<file path="src/rtl/cdc_pkg.sv">
// cdc_pkg: types and defaults shared by the stages of the toggle-handshake
// CDC path (trigger-chain source and hs_rx receiver).
//   state_t          receiver FSM state (IDLE, VALID)
//   CDC_W            default data width
//   CDC_SYNC_STAGES  default request synchronizer depth (legal 2..4)
//   CDC_CNT_W        default transfer counter width
package cdc_pkg;

   typedef enum logic {
      IDLE  = 1'b0,
      VALID = 1'b1
   } state_t;

   localparam int unsigned CDC_W           = 4;
   localparam int unsigned CDC_SYNC_STAGES = 2;
   localparam int unsigned CDC_CNT_W       = 8;

endpackage

</file>
<file path="src/rtl/cdc_hs_rx_if.sv">
// cdc_hs_rx_if: handshake bundle between the source domain, the receiver
// and the downstream consumer.
//   IREQ    toggle request from the source domain (asynchronous)
//   IDATA   source data word, held stable across the handshake
//   IREADY  downstream ready
//   ODATA   captured word
//   OVALID  ODATA valid
//   OACK    toggle acknowledge back to the source domain
//   OCNT    completed transfer count (wrapping)
//   OERR    sticky protocol-violation flag
// slave modport is the receiver's view; master is the environment's view.
interface cdc_hs_rx_if
   import cdc_pkg::*;
#(
   parameter int unsigned W     = CDC_W,
   parameter int unsigned CNT_W = CDC_CNT_W
);

   logic             IREQ;
   logic [W-1:0]     IDATA;
   logic             IREADY;
   logic [W-1:0]     ODATA;
   logic             OVALID;
   logic             OACK;
   logic [CNT_W-1:0] OCNT;
   logic             OERR;

   modport slave (
      input  IREQ, IDATA, IREADY,
      output ODATA, OVALID, OACK, OCNT, OERR
   );

   modport master (
      output IREQ, IDATA, IREADY,
      input  ODATA, OVALID, OACK, OCNT, OERR
   );

endinterface

</file>
<file path="src/rtl/cdc_hs_rx_sync_chain.sv">
// sync_chain: plain flop chain synchronizer, asynchronous reset to 0,
// no logic between stages.
//   CLK  destination clock
//   RST  asynchronous active-high reset
//   D    asynchronous input
//   Q    synchronized output (STAGES edges of latency)
module sync_chain #(
   parameter int unsigned STAGES = 2
) (
   input  logic CLK,
   input  logic RST,
   input  logic D,
   output logic Q
);

   logic [STAGES-1:0] sync_q;
   logic [STAGES-1:0] sync_d;

   generate
      if (STAGES == 1) begin : g_one
         assign sync_d = D;
      end else begin : g_many
         assign sync_d = {sync_q[STAGES-2:0], D};
      end
   endgenerate

   always_ff @(posedge CLK or posedge RST) begin
      if (RST) begin
         sync_q <= '0;
      end else begin
         sync_q <= sync_d;
      end
   end

   assign Q = sync_q[STAGES-1];

endmodule

</file>
<file path="src/rtl/cdc_hs_rx.sv">
// cdc_hs_rx: receive side of the toggle-handshake CDC path.
// Synchronizes the source toggle request, captures the source word on a
// detected toggle, presents it on valid/ready and toggles the acknowledge
// back to the source once the word is accepted downstream.
//   CLK  receive-domain clock
//   RST  asynchronous active-high reset
//   bus  cdc_hs_rx_if.slave (IREQ/IDATA/IREADY in, ODATA/OVALID/OACK/OCNT/OERR out)
module cdc_hs_rx
   import cdc_pkg::*;
#(
   parameter int unsigned W           = CDC_W,
   parameter int unsigned SYNC_STAGES = CDC_SYNC_STAGES,
   parameter int unsigned CNT_W       = CDC_CNT_W
) (
   input  logic        CLK,
   input  logic        RST,
   cdc_hs_rx_if.slave  bus
);

   state_t           state_q;
   logic             req_s;
   logic             req_q;
   logic             toggle;
   logic [W-1:0]     odata_q;
   logic             ovalid_q;
   logic             oack_q;
   logic [CNT_W-1:0] ocnt_q;
   logic [CNT_W-1:0] ocnt_d;
   logic             oerr_q;

   // IDATA is deliberately not synchronized: the source holds it stable
   // from before the request toggle until it sees the acknowledge toggle.
   sync_chain #(
      .STAGES (SYNC_STAGES)
   ) u_sync (
      .CLK (CLK),
      .RST (RST),
      .D   (bus.IREQ),
      .Q   (req_s)
   );

   assign toggle = req_s ^ req_q;

   always_comb begin
      ocnt_d = ocnt_q + 1'b1;
   end

   always_ff @(posedge CLK or posedge RST) begin
      if (RST) begin
         state_q  <= IDLE;
         req_q    <= 1'b0;
         odata_q  <= '0;
         ovalid_q <= 1'b0;
         oack_q   <= 1'b0;
         ocnt_q   <= '0;
         oerr_q   <= 1'b0;
      end else begin
         req_q <= req_s;
         case (state_q)
            IDLE: begin
               if (toggle) begin
                  odata_q  <= bus.IDATA;
                  ovalid_q <= 1'b1;
                  state_q  <= VALID;
               end
            end
            VALID: begin
               // A second toggle before our ack is dropped and flagged.
               if (toggle) begin
                  oerr_q <= 1'b1;
               end
               if (ovalid_q && bus.IREADY) begin
                  ovalid_q <= 1'b0;
                  oack_q   <= ~oack_q;
                  ocnt_q   <= ocnt_d;
                  state_q  <= IDLE;
               end
            end
            default: begin
               state_q <= IDLE;
            end
         endcase
      end
   end

   assign bus.ODATA  = odata_q;
   assign bus.OVALID = ovalid_q;
   assign bus.OACK   = oack_q;
   assign bus.OCNT   = ocnt_q;
   assign bus.OERR   = oerr_q;

endmodule

</file>
<file path="src/flat_wrapper.sv">
// flat-port wrapper written by rule: the top's interface ports become plain ports
module cdc_hs_rx_flat import cdc_pkg::*;
#(
   parameter int unsigned W           = CDC_W,
   parameter int unsigned SYNC_STAGES = CDC_SYNC_STAGES,
   parameter int unsigned CNT_W       = CDC_CNT_W
)
  (CLK, RST, bus_IREQ, bus_IDATA, bus_IREADY, bus_ODATA, bus_OVALID, bus_OACK, bus_OCNT, bus_OERR);
  cdc_hs_rx_if #(.W(W), .CNT_W(CNT_W)) bus_i ();
  input  logic CLK;
  input  logic RST;
  input wire logic [$bits(bus_i.IREQ)-1:0] bus_IREQ;
  input wire logic [$bits(bus_i.IDATA)-1:0] bus_IDATA;
  input wire logic [$bits(bus_i.IREADY)-1:0] bus_IREADY;
  output wire logic [$bits(bus_i.ODATA)-1:0] bus_ODATA;
  output wire logic [$bits(bus_i.OVALID)-1:0] bus_OVALID;
  output wire logic [$bits(bus_i.OACK)-1:0] bus_OACK;
  output wire logic [$bits(bus_i.OCNT)-1:0] bus_OCNT;
  output wire logic [$bits(bus_i.OERR)-1:0] bus_OERR;
  assign bus_i.IREQ = bus_IREQ;
  assign bus_i.IDATA = bus_IDATA;
  assign bus_i.IREADY = bus_IREADY;
  assign bus_ODATA = bus_i.ODATA;
  assign bus_OVALID = bus_i.OVALID;
  assign bus_OACK = bus_i.OACK;
  assign bus_OCNT = bus_i.OCNT;
  assign bus_OERR = bus_i.OERR;
  cdc_hs_rx #(.W(W), .SYNC_STAGES(SYNC_STAGES), .CNT_W(CNT_W)) u_core (.CLK(CLK), .RST(RST), .bus(bus_i));
endmodule
</file>
<file path="config.mk">
export PLATFORM = sky130hd
export DESIGN_NAME = cdc_hs_rx_flat
export DESIGN_NICKNAME = d
export VERILOG_FILES = /design/src/rtl/cdc_pkg.sv /design/src/rtl/cdc_hs_rx_if.sv /design/src/rtl/cdc_hs_rx_sync_chain.sv /design/src/rtl/cdc_hs_rx.sv /design/src/flat_wrapper.sv
export SDC_FILE = /design/constraint.sdc
export NUM_CORES = 1
export LEC_CHECK = 0
export CAP_MARGIN = 20
export CORE_UTILIZATION = 47
export CTS_CLUSTER_SIZE = 14
export DETAILED_ROUTE_END_ITERATION = 6
export GPL_ROUTABILITY_DRIVEN = 0
export PLACE_DENSITY = 0.8
export SLEW_MARGIN = 20
export SYNTH_ARGS = -nofsm -noshare
export SYNTH_HDL_FRONTEND = slang
export SYNTH_SLANG_ARGS = --single-unit
</file>
<file path="constraint.sdc">
create_clock -name CLK -period 1.9 [get_ports CLK]
set_input_delay 0.38 -clock CLK [delete_from_list [all_inputs] [get_ports CLK]]
set_output_delay 0.38 -clock CLK [all_outputs]
set_load 0.1 [all_outputs]
</file>
==> reports/qor.csv <==
stage,metric,value,unit
status,status,completed,
timing,fin_skew,0.00706,ns
timing,fin_hold_ws,0.372,ns
floorplanning,ios,23,
drt,wl_per_cell,14.1,um
floorplanning,start_util,50.4,%
clocking,clk_pin_slew,0.11,ns
floorplanning,die_w,42.2,um
clocking,clkLatencyLatePin,0.30,ns
logic_synthesis,synth_edf_count,0,
critical_path,path_buf_inv,1,
logic_synthesis,synth.most_common_cell,dfrtp_1,
logic_synthesis,synthesis.area,759,um^2
drt,ant_nets,0,
global_routing,grt_max_degree,20,
drt,viasPerCell,5.31,
drt,route.detailed.drc,0,
drt,first_pass_iters,4,
critical_path,worstSetupPathType,register to primary output,
timing,tns,0,ns
critical_path,cp.required,1.52,ns
logic_synthesis,synth_commonest_cells,"19 x dfrtp_1, 5 x nand2_1, 5 x xnor2_1",
critical_path,crit_fanout,6,
timing,finalSetupViolCount,0,
timing,finalHoldViolCount,0,
floorplanning,dieArea,1780,um^2
critical_path,worstPathCellList,buf_12,
logic_synthesis,netlist-cell-type-count,16,
clocking,htreeDepth,1,
logic_synthesis,postSynth.asyncResetShare,100,%
logic_synthesis,synth_warnings,0,
final_layout,syn2layout_area_growth,46.6,%
floorplanning,die_y,42.2,um
critical_path,critPathSlowestCell,dfrtp_1,
min_path,hp-class,register to register,
timing,max_freq,717,MHz
drt,drt_iter0_drc,17,
flow_run,max-cap-violations,0,
clocking,cts_resized,0,
global_routing,overflow,0,
logic_synthesis,syn_inst,56,
placement,place_ws,0.301,ns
timing,post-route-period-util,73.4,%
critical_path,max_stage_delay,0.50,ns
clocking,clkSinkCount,19,
final_layout,fill_cells,99,
floorplanning,coreArea,1510,um^2
critical_path,crit_family,flip-flops,
floorplanning,core.rowCount,14,
critical_path,cp-start-kind,register,
critical_path,critPathArrivalTime,1.02,ns
clocking,cts-root-buf,clkbuf_4,
timing,min_period,1.40,ns
final_layout,nets,92,
logic_synthesis,post-synth-top-area-cell,dfrtp_1,
timing,relSlewSlack,55.5,%
placement,portBuffers,22,
clocking,cts-hold-fix-buffers,0,
drt,via_count,520,
placement,hpwl,1010,um
global_routing,grt_pass1_wl,2440,um
timing,rsz0062_at_grt,no,
timing,layout_setup_ws,0.505,ns
clocking,cts_setup_buffers,0,
logic_synthesis,syn_area_per_cell,13.6,um^2
final_layout,n_antenna_cell,0,
logic_synthesis,yosys.area.top_type_share,62.6,%
global_routing,antenna_found_initial,0,
global_routing,grt_pass1_vias,560,
final_layout,final_layout_size_suffix_gt1_share,32.9,%
timing,worstMarginPinSlew,0.667,ns
clocking,cts_buffers,3,
critical_path,endpoint_kind,primary output,
drt,routed_wl,1390,um
logic_synthesis,synthTopCellsByArea,"dfrtp_1 63%, mux2_4 7.9%, xnor2_1 5.8%",
logic_synthesis,synth-seq-cells,19,
logic_synthesis,synth-seq-area-share,62.6,%
global_routing,grt.total_usage,19.4,%
logic_synthesis,synthFlopType,dfrtp_1,
clocking,clk_path_buf_depth,2,
timing,slew_viol_final,0,
logic_synthesis,synthesis.nets,65,
clocking,cts_tree,built,
==> stage by stage <==
step                utilization (%)  instance area, um^2  instances
floorplan                         -                  759         56
detailed placement             72.2                 1090         94
global route                   73.9                 1110         98
global placement               72.2                 1090         94
finish                         73.9                 1110         98
CTS                            73.9                 1110         98
==> final timing paths <==
check                                                  start  cells after the start  slack, ns                                 to
hold reg to reg            u_core.u_sync.sync_q[0]$_DFF_PP0_                      0       0.37  u_core.u_sync.sync_q[1]$_DFF_PP0_
setup reg to reg                      u_core.req_q$_DFF_PP0_                      3       0.57    u_core.bus.ODATA[1]$_DFFE_PP0P_
hold / removal             u_core.u_sync.sync_q[0]$_DFF_PP0_                      0       0.37  u_core.u_sync.sync_q[1]$_DFF_PP0_
max in group asynchronous                                RST                      2       1.00     u_core.bus.OCNT[0]$_DFFE_PP0P_
setup / recovery              u_core.bus.OCNT[3]$_DFFE_PP0P_                      1       0.50                        bus_OCNT[3]
min in group asynchronous                                RST                      2       0.47    u_core.bus.ODATA[3]$_DFFE_PP0P_
==> state kept, by name, indices dropped and copies added, names as in the netlist <==
signal,flops
u_core.u_sync.sync_q,2
u_core.bus.OVALID,1
u_core.bus.OERR,1
u_core.bus.ODATA,4
u_core.req_q,1
u_core.bus.OCNT,8
u_core.state_q,1
u_core.bus.OACK,1
==> kinds of logic after synthesis <==
logic type | count (synthesis) | share of synthesized area, %
and+or+nand+nor | 19 | 14.5
DFF | 19 | 62.6
xor gates and xnor gates | 9 | 10.4
muxes | 4 | 7.91
AOI/OAI and AO/OA | 2 | 1.98
buffers and inverters | 2 | 0.989
adders and majority gates | 1 | 1.65
==> per-layer routing <==
layer	GRT usage (%)	vias to the layer above	share of wire, %
met5	0	-	0
met4	15.6	0	2.9
met3	5.17	5	4.2
met2	30.2	14	49
met1	22.2	261	44
li1	-	240	-
==> final cells by class <==
class | instances | area, um^2 | area share (%)
multi-input combinational | 35 | 277 | 24.8
tap | 16 | 20.0 | 1.80
inverter | 2 | 7.51 | 0.674
clock buffer | 4 | 26.3 | 2.36
sequential | 19 | 475 | 42.7
timing repair buffer | 22 | 308 | 27.6
==> cell usage in the layout (no fill, tap or decap), drive strengths merged <==
cell / netlist / layout
a21o: 1 / 1
and2b: 1 / 1
and3: 2 / 2
buf: 0 / 15
clkbuf: 0 / 4
clkdlybuf4s50: 0 / 7
dfrtp: 19 / 19
ha: 1 / 1
inv: 2 / 2
mux2: 4 / 4
nand2: 5 / 5
nand3: 2 / 2
nand4: 3 / 3
nor2: 4 / 4
nor3: 2 / 2
o22ai: 1 / 1
xnor2: 5 / 5
xor2: 4 / 4
Power is not shown: default switching activity piles up to over one toggle a cycle in this logic, so the estimate is an artifact.
